## src/rtl/vbuffer_pingpong_pkg.sv

```systemverilog
// Shared definitions for the ping-pong video line buffer.
// Default widths and the write-side fill state encoding.
package vbuffer_pingpong_pkg;

  localparam int IWIDTH_D = 2;
  localparam int BPP_D    = 6;
  localparam int DWIDTH_D = 8;

  typedef enum logic {
    ST_FILL = 1'b0,
    ST_FULL = 1'b1
  } wstate_e;

  // Index of the final slot in a bank of 2**iw entries
  function automatic int last_slot(input int iw);
    return (1 << iw) - 1;
  endfunction

endpackage

```

## src/rtl/vbuffer_bank.sv

```systemverilog
// One pixel bank: PSIZE x BPP register array.
// Ports: Clk, We/WAddr/WData sync write, RAddr -> RData comb read.
module vbuffer_bank #(
  parameter int IWIDTH = 2,
  parameter int BPP    = 6
) (
  input  logic              Clk,
  input  logic              We,
  input  logic [IWIDTH-1:0] WAddr,
  input  logic [BPP-1:0]    WData,
  input  logic [IWIDTH-1:0] RAddr,
  output logic [BPP-1:0]    RData
);

  localparam int PSIZE = 2 ** IWIDTH;

  logic [BPP-1:0] mem [PSIZE];

  always_ff @(posedge Clk) begin
    if (We) mem[WAddr] <= WData;
  end

  assign RData = mem[RAddr];

endmodule

```

## src/rtl/vbuffer_pingpong.sv

```systemverilog
// Double-buffered line buffer between the fetch stream and VGA output.
// Ports: Clk, Reset, Write/DataIn/WriteReady, LineEnd, Blank,
//        ReadIndex, VideoOut (registered), Underrun (1-cycle pulse).
module vbuffer_pingpong
  import vbuffer_pingpong_pkg::*;
#(
  parameter int IWIDTH = IWIDTH_D,
  parameter int BPP    = BPP_D,
  parameter int DWIDTH = DWIDTH_D
) (
  input  logic              Clk,
  input  logic              Reset,
  input  logic              Write,
  input  logic [DWIDTH-1:0] DataIn,
  output logic              WriteReady,
  input  logic              LineEnd,
  input  logic              Blank,
  input  logic [IWIDTH-1:0] ReadIndex,
  output logic [BPP-1:0]    VideoOut,
  output logic              Underrun
);

  localparam logic [IWIDTH-1:0] LAST =
    IWIDTH'(last_slot(IWIDTH));

  wstate_e           state;
  logic [IWIDTH-1:0] wptr;
  logic              wrbank;
  logic              rdvalid;

  logic              wr_acc;
  logic              wr_last;
  logic              full_now;
  logic [BPP-1:0]    pix;
  logic              we0;
  logic              we1;
  logic [BPP-1:0]    rd0;
  logic [BPP-1:0]    rd1;
  logic [BPP-1:0]    rdata;

  assign pix        = DataIn[BPP-1:0];
  assign WriteReady = (state == ST_FILL);
  assign wr_acc     = Write & WriteReady;
  assign wr_last    = wr_acc & (wptr == LAST);
  // A final write landing in this same cycle still counts as full
  assign full_now   = (state == ST_FULL) | wr_last;

  assign we0 = wr_acc & ~wrbank;
  assign we1 = wr_acc &  wrbank;

  // Display bank is always the one not being written
  assign rdata = wrbank ? rd0 : rd1;

  generate
    if (DWIDTH > BPP) begin : g_unused
      logic unused_hi;
      assign unused_hi = ^DataIn[DWIDTH-1:BPP];
    end
  endgenerate

  vbuffer_bank #(
    .IWIDTH (IWIDTH),
    .BPP    (BPP)
  ) u_bank0 (
    .Clk   (Clk),
    .We    (we0),
    .WAddr (wptr),
    .WData (pix),
    .RAddr (ReadIndex),
    .RData (rd0)
  );

  vbuffer_bank #(
    .IWIDTH (IWIDTH),
    .BPP    (BPP)
  ) u_bank1 (
    .Clk   (Clk),
    .We    (we1),
    .WAddr (wptr),
    .WData (pix),
    .RAddr (ReadIndex),
    .RData (rd1)
  );

  // Write FSM, bank select and swap
  always_ff @(posedge Clk or posedge Reset) begin
    if (Reset) begin
      state    <= ST_FILL;
      wptr     <= '0;
      wrbank   <= 1'b0;
      rdvalid  <= 1'b0;
      Underrun <= 1'b0;
    end else begin
      Underrun <= 1'b0;
      if (LineEnd && full_now) begin
        wrbank  <= ~wrbank;
        state   <= ST_FILL;
        wptr    <= '0;
        rdvalid <= 1'b1;
      end else begin
        if (LineEnd) begin
          rdvalid  <= 1'b0;
          Underrun <= 1'b1;
        end
        if (wr_acc) begin
          // Wraps to zero naturally on the last slot
          wptr <= wptr + 1'b1;
          if (wr_last) state <= ST_FULL;
        end
      end
    end
  end

  // Output register sees the pre-swap display bank
  always_ff @(posedge Clk or posedge Reset) begin
    if (Reset) begin
      VideoOut <= '0;
    end else if (Blank || !rdvalid) begin
      VideoOut <= '0;
    end else begin
      VideoOut <= rdata;
    end
  end

endmodule
```

## config.mk

```make
export PLATFORM = sky130hd
export DESIGN_NAME = vbuffer_pingpong
export DESIGN_NICKNAME = d
export VERILOG_FILES = /design/src/rtl/vbuffer_pingpong_pkg.sv /design/src/rtl/vbuffer_bank.sv /design/src/rtl/vbuffer_pingpong.sv
export SDC_FILE = /design/constraint.sdc
export NUM_CORES = 1
export LEC_CHECK = 0
export ABC_CLOCK_PERIOD_IN_PS = 2400
export BUFFER_PORTS_ARGS = -buffer_cell sky130_fd_sc_hd__buf_2
export CORE_MARGIN = 2
export CORE_UTILIZATION = 30
export CTS_CLUSTER_SIZE = 25
export DETAILED_ROUTE_END_ITERATION = 8
export HOLD_SLACK_MARGIN = 0.05
export SYNTH_ARGS = -nofsm -noshare
export SYNTH_HDL_FRONTEND = slang
export SYNTH_HIERARCHICAL = 1
export SYNTH_SLANG_ARGS = --single-unit
```

## constraint.sdc

```tcl
create_clock -name Clk -period 2.4 [get_ports Clk]
set_clock_uncertainty 0.2 [all_clocks]
set_input_delay 0.12 -clock Clk [delete_from_list [all_inputs] [get_ports Clk]]
set_output_delay 0.12 -clock Clk [all_outputs]
set_load 0.01 [all_outputs]
```

==> impl_metrics.yaml, run 1 <==
yosys:
  synth_edf_count: 48
  syn-cell-area_um2: 2330
  synth_flop_cell: "edfxtp_1"
  syn_nets: 133
  yosysMostFrequentCell: "edfxtp_1"
  netlist_top_cells_area: "edfxtp_1 62%, dfrtp_1 13%, mux4_2 12%"
  synth_seq_cells: 60
  synth-seq-area-share: 0.749
  syn_inst: 117
  ys_warn_count: 6
  async_flop_share: 0.200
  ys_types: 22
  synth_top_area_cell: "edfxtp_1"
  netlist_top_cells_count: "48 x edfxtp_1, 12 x dfrtp_1, 12 x mux4_2, 11 x nor2_1, 6 x mux2i_1"
  syn_area_per_cell_um2: 19.9
  yosysTopAreaCellShare: 0.620
setup_path:
  path_class: "flip-flop to flip-flop"
  path_cells: "nand2b_1 -> nor2_1 -> and3_1"
  r2r_start: "state"
  worst-path-buf-inv: 0
  cpLargestDelayFamily: "simple AND/OR/NAND/NOR gates"
  cp_max_fo: 6
  startpoint: "state"
  required_ns: 2.18
  r2r-end: "u_bank0/mem[3][3]"
  rr_worst_depth: 3
  max_stage_delay_ns: 0.49
  arrival_ns: 1.65
  crit_slowest_cell: "and3_1"
  critPathCaptureType: "flip-flop"
  r2r_slack_ns: 0.52
  start_kind: "flip-flop"
sta:
  maxSlewHeadroom: 0.686
  slew_violations: 0
  setup_viol: 0
  rsz0062_at_grt: "false"
  finalHoldViolCount: 0
  tns_ns: 0
  fmax_ghz: 0.533
  fin_crit_sh: 0.782
  finalCriticalPeriod_ns: 1.88
  hold_slack_ns: 0.119
  worst_slew_pin_slew_ns: 0.472
die:
  start_util: 0.306
  die_h_um: 92.1
  die_w_um: 92.1
  core-area_um2: 7610
  io_pins: 23
  die_area_um2: 8470
  fp-row-count: 32
final_layout:
  area_delta_synth_final_pct: 22.1
  layout.nets: 174
  drive_above_1_share: 0.313
  diodes: 0
  finalInstanceArea_um2: 2840
  n_fill_cell: 735
  final_cell_count_no_fill: 265
drt:
  drt_wl_total_um: 4320
  drtPass1Iterations: 3
  routed_via_density: 4.42
  drt-initial-drc-count: 57
  ant_nets: 0
  routedWlPerCell_um: 16.3
  drc: 0
  num_vias: 1171
global_routing:
  grt_pass1_vias: 1205
  antenna_found_initial: 0
  grt_max_degree: 13
  gr-usage-all-layers: 0.114
  grt_first_pass_wirelength_um: 6670
  grt-ovfl-total: 0
cts:
  cts_tree: "done"
  hold_buffers: 11
  cts_buffers: 9
  clkLatencyLatePin_ns: 0.33
  cts_setup_buffers: 0
  cts-resized-gates: 0
  cts_buffer_depth: 2
  cts_sinks: 60
  h-tree-depth: 3
  cts_root_buffer: "clkbuf_8"
  clkTransAtPathRegs_ns: 0.07
run_status:
  status: "finished, final reports clean"
placement:
  port_buffers: 20
  dp_cells: 238
  placed_area_um2: 2540
  dp_hpwl_um: 2800
  place_congestion: 0.793
run:
  drv_cap: 0
power_and_ir_drop:
  p_per_area_nw_per_um2: 946
  peakVddDrop_mv: 0.457
  leakagePower_nw: 1.05
worst_hold_path:
  hold_class: "input pin to asynchronous set/reset pin"
## flip-flops by register name, indices dropped and copies added, names as in the netlist
| signal | count |
|---|---|
| u_bank0/mem | 24 |
| wptr | 2 |
| u_bank1/mem | 24 |
| Underrun | 1 |
| VideoOut | 6 |
| wrbank | 1 |
| rdvalid | 1 |
| state | 1 |
## kinds of logic after synthesis
logic type / after synthesis / synth area share
xor+xnor: 1 / 0.00377
simple gates: 28 / 0.0694
mux: 18 / 0.142
compound gates: 4 / 0.0145
flops: 60 / 0.749
buf+inv: 5 / 0.0161
fa+ha+maj: 1 / 0.00538
## metrics by stage
step	worst slack, ns	power (W)	utilization
global placement	0.622	0.00180	0.334
finish	0.524	0.00269	0.373
floorplan	0.541	0.00168	-
CTS	0.507	0.00273	0.373
detailed placement	0.574	0.00184	0.334
global route	0.445	0.00282	0.373
## layer usage
metal,wire length [um],up-vias,part of all wire,GRT usage
met3,205,9,0.047,0.0460
met4,60,0,0.014,0.0448
met5,0,-,0,0
met1,1870,590,0.43,0.140
met2,2180,26,0.50,0.180
li1,-,546,-,-
## area by class of cell
| cell class | count | area, um2 | share of cell area |
|---|---|---|---|
| multi-input combinational | 52 | 547 | 0.193 |
| sequential | 60 | 1740 | 0.613 |
| timing repair buffer | 33 | 225 | 0.0793 |
| inverter | 2 | 7.51 | 0.00264 |
| tap | 102 | 128 | 0.0449 |
| clock inverter | 7 | 67.6 | 0.0238 |
| clock buffer | 9 | 124 | 0.0436 |
## placed cells by master (no fill, tap or decap), drive strengths merged
cell type and count:
a21oi 1, edfxtp 48, nand2 2, clkinvlp 2
xnor2 1, buf 22, clkinv 4, o221ai 1
nand2b 3, nor3b 3, mux2i 6, nor2b 1
and3 3, nor2 11, a211oi 1, and3b 4
clkbuf 9, and2 1, a31o 1, inv 2
bufinv 1, dfrtp 12, dlygate4sd3 11, ha 1
mux4 12
## worst register-to-register path, stage by stage, from the launching register on
cell and delay (ns):
dfrtp_1 0.43, nand2b_1 0.21, nor2_1 0.18, and3_1 0.49
## where the power goes
group	total (W)	switching (W)	internal, W
Combinational	0.000424	0.000220	0.000204
Clock	0.000859	0.000387	0.000473
Sequential	0.00140	0.000108	0.00129
Total	0.00269	0.000715	0.00197
## worst max path at each step
stage / end / slack [ns] / cells after the start
floorplan: u_bank0/mem[0][0] / 0.54 / 3
global placement: u_bank1/mem[2][0] / 0.62 / 2
detailed placement: u_bank0/mem[2][0] / 0.57 / 3
CTS: u_bank0/mem[3][1] / 0.51 / 3
global route: u_bank0/mem[3][1] / 0.45 / 3
finish: u_bank0/mem[3][3] / 0.52 / 3
Note: power is estimated with default switching activity, not from simulation.
==> run 2: changes to the inputs <==
Settings changed: ABC_CLOCK_PERIOD_IN_PS 2400 to 1800.
Clock period 2.4 ns to 1.8 ns, I/O delays scaled along.
==> impl_metrics.yaml, run 2 (synthesis results as in run 1) <==
setup_path:
  critPathCaptureType: "flip-flop"
  path_class: "flip-flop to flip-flop"
  start_kind: "flip-flop"
  cp_max_fo: 6
  arrival_ns: 1.50
  required_ns: 1.64
cts:
  h-tree-depth: 3
  clkLatencyLatePin_ns: 0.33
  cts_root_buffer: "clkbuf_8"
  cts_buffer_depth: 2
  cts_tree: "done"
  cts_sinks: 60
  cts_buffers: 9
  clkTransAtPathRegs_ns: 0.06
  cts_setup_buffers: 0
sta:
  hold_slack_ns: 0.111
  finalCriticalPeriod_ns: 1.65
  fin_crit_sh: 0.918
  tns_ns: 0
  finalHoldViolCount: 0
  slew_violations: 0
  maxSlewHeadroom: 0.692
  rsz0062_at_grt: "false"
  setup_viol: 0
  fmax_ghz: 0.605
  worst_slew_pin_slew_ns: 0.462
worst_hold_path:
  hold_class: "input pin to asynchronous set/reset pin"
power_and_ir_drop:
  leakagePower_nw: 1.05
  p_per_area_nw_per_um2: 1220
  p_total_w: 0.00347
  peakVddDrop_mv: 0.407
placement:
  port_buffers: 20
  place_congestion: 0.635
  placed_area_um2: 2580
  dp_hpwl_um: 2770
global_routing:
  gr-usage-all-layers: 0.105
  grt-ovfl-total: 0
  grt_pass1_vias: 1199
  grt_first_pass_wirelength_um: 6270
  antenna_found_initial: 0
  grt_max_degree: 13
final_layout:
  seqCellArea_um2: 1740
  final_util: 0.375
  n_fill_cell: 709
  final_cell_mix: "48 x edfxtp_1, 20 x buf_2, 12 x dfrtp_1, 12 x mux4_2"
  area_delta_synth_final_pct: 22.6
  final_common_cell: "edfxtp_1"
  finalInstanceArea_um2: 2850
  drive_above_1_share: 0.354
  multi_input_area_um2: 563
  top_regs: "u_bank0/mem x24, u_bank1/mem x24, VideoOut x6"
  diodes: 0
  layout.nets: 175
drt:
  num_vias: 1162
  drt_wl_total_um: 3940
  drt-initial-drc-count: 86
  ant_nets: 0
  drc: 0
  routed_via_density: 4.37
  routedWlPerCell_um: 14.8
  drtPass1Iterations: 4
run_status:
  status: "finished, final reports clean"
die:
  start_util: 0.306
  fp-row-count: 32
  die_w_um: 92.1
  io_pins: 23
  core-area_um2: 7610
  die_h_um: 92.1
  die_area_um2: 8470
run:
  drv_cap: 0
[run 2: area by class of cell]
type | instances | share of cell area
repair buffers | 34 | 0.0851
flip-flops and latches | 60 | 0.611
clock buffers | 11 | 0.0496
multi-input cells | 52 | 0.197
clock inverters | 5 | 0.0101
inverters | 2 | 0.00263
well taps | 102 | 0.0447
[run 2: worst paths after layout]
path	startpoint	endpoint	slack, ns	cells past startpoint
max	state	u_bank0/mem[0][1]	0.15	4
min	Reset	VideoOut[5]	0.11	3
max reg2reg	state	u_bank0/mem[0][1]	0.15	4
min reg2reg	rdvalid	rdvalid	0.30	2
max in group asynchronous	Reset	state	0.97	3
min in group Clk	ReadIndex[1]	VideoOut[3]	0.18	4
[run 2: critical path, stage by stage (launching register included)]
cell and delay [ns]:
dfrtp_1 0.43, nand2b_1 0.22, nor2_2 0.16, nor3b_2 0.18
buf_4 0.18
[run 2: power by group]
part | total (W) | internal [W] | switching, W
combinational | 0.000595 | 0.000295 | 0.000300
sequential | 0.00185 | 0.00173 | 0.000125
clock | 0.00102 | 0.000526 | 0.000498
[run 2: per-stage QoR]
stage	setup slack, ns	instances
floorplan	0.172	117
global placement	0.153	240
detailed placement	0.0750	240
CTS	0.0578	266
global route	0.0498	266
finish	0.147	266
[run 2: timing repair]
action,4_1_cts,5_1_grt
hold endpoints to repair,72,0
endpoints found under the setup margin,0,24
hold buffers,10,0
resized for setup,0,4
[run 2: routing by layer]
metal | global-route usage | routed length (um)
met5 | 0 | 0
met4 | 0.0634 | 73
met3 | 0.0419 | 214
met2 | 0.169 | 1940
met1 | 0.117 | 1710
==> run 3: changes to the inputs <==
Settings changed: SETUP_SLACK_MARGIN set to 0.4.
==> impl_metrics.yaml, run 3 (synthesis results as in run 1) <==
sta:
  worst_slew_pin_slew_ns: 0.432
  setup_viol: 0
  tns_ns: 0
  finalCriticalPeriod_ns: 1.58
  fmax_ghz: 0.631
  maxSlewHeadroom: 0.712
  finalHoldViolCount: 0
  rsz0062_at_grt: "true"
  fin_crit_sh: 0.880
  slew_violations: 0
  setup_ws_ns: 0.215
final_layout:
  diodes: 0
  layout.nets: 184
  drive_above_1_share: 0.436
  area_delta_synth_final_pct: 28.8
  top_regs: "u_bank0/mem x24, u_bank1/mem x24, VideoOut x6"
  finalInstanceArea_um2: 3000
  final_util: 0.394
  final_common_cell: "edfxtp_1"
  final_cell_mix: "48 x edfxtp_1, 21 x buf_2, 12 x mux4_2"
die:
  fp-row-count: 32
  die_h_um: 92.1
  die_area_um2: 8470
  start_util: 0.306
  core-area_um2: 7610
  io_pins: 23
  die_w_um: 92.1
cts:
  cts_buffer_depth: 2
  clkLatencyLatePin_ns: 0.33
  cts_sinks: 60
  cts_tree: "done"
  cts_buffers: 9
  clkTransAtPathRegs_ns: 0.06
  cts_root_buffer: "clkbuf_8"
  h-tree-depth: 3
setup_path:
  start_kind: "flip-flop"
  arrival_ns: 1.43
  critPathCaptureType: "flip-flop"
  cp_max_fo: 4
  required_ns: 1.64
  path_class: "flip-flop to flip-flop"
placement:
  place_congestion: 0.744
  dp_hpwl_um: 2840
  port_buffers: 20
  placed_area_um2: 2600
  post-place-ws_ns: 0.0703
drt:
  num_vias: 1224
  ant_nets: 0
  drt-initial-drc-count: 32
  routed_via_density: 4.47
  drc: 0
  drt_wl_total_um: 4420
  drtPass1Iterations: 4
  routedWlPerCell_um: 16.1
worst_hold_path:
  hold_class: "input pin to flip-flop"
run_status:
  status: "finished, final reports clean"
global_routing:
  grt_pass1_vias: 1297
  antenna_found_initial: 0
  gr-usage-all-layers: 0.114
  grt_max_degree: 13
  grt-ovfl-total: 0
  grt_first_pass_wirelength_um: 6860
power_and_ir_drop:
  leakagePower_nw: 1.11
  p_per_area_nw_per_um2: 1270
  p_total_w: 0.00380
  peakVddDrop_mv: 0.510
run:
  drv_cap: 0
[run 3: final cells by class]
cell class	instances	area (um2)
multi-input combinational	52	616
clock inverter	3	38.8
clock buffer	12	135
sequential	60	1740
timing repair buffer	43	328
tap	102	128
inverter	2	7.51
fill	710	4610
[run 3: stage by stage]
stage                     hold slack, ns  cells
after floorplan                   -0.245    117
after global placement            -0.110    238
after detailed placement         -0.0937    238
after CTS                         0.0339    272
after global routing              0.0692    274
final                             0.0642    274
[run 3: routing by layer]
metal	wire length [um]	share of wire	global-route usage
met5	0	0	0
met4	52	0.012	0.0448
met3	191	0.043	0.0435
met2	2240	0.51	0.187
met1	1930	0.44	0.135
[run 3: path summary, 6_finish.rpt]
kind,from,end,slack (ns),cells after the start
max,state,u_bank0/mem[0][3],0.22,4
min,Write,wptr[0],0.06,4
max reg2reg,state,u_bank0/mem[0][3],0.22,4
min reg2reg,rdvalid,rdvalid,0.34,2
max in group asynchronous,Reset,wptr[1],0.97,3
min in group asynchronous,Reset,wrbank,0.10,3
[run 3: power breakdown]
group	leakage [nW]	total, W	internal [W]	switching (W)
Combinational	0.434	0.000900	0.000447	0.000453
Sequential	0.589	0.00181	0.00173	0.0000738
Clock	0.0879	0.00109	0.000626	0.000464
Total	1.11	0.00380	0.00281	0.000991
[run 3: critical path, cell delays in order (launching register included)]
cell and delay [ns]:
dfrtp_1 0.42, nand2b_4 0.17, nor2_4 0.11, nor3b_4 0.24, buf_6 0.15
[run 3: timing repair]
| action | 4_1_cts | 5_1_grt |
|---|---|---|
| setup endpoints to repair | 58 | 58 |
| setup buffers | 9 | 2 |
| pin swaps | 0 | 2 |
| hold buffers | 10 | 0 |
| gates resized for setup | 6 | 3 |
| hold endpoints to repair | 72 | 0 |
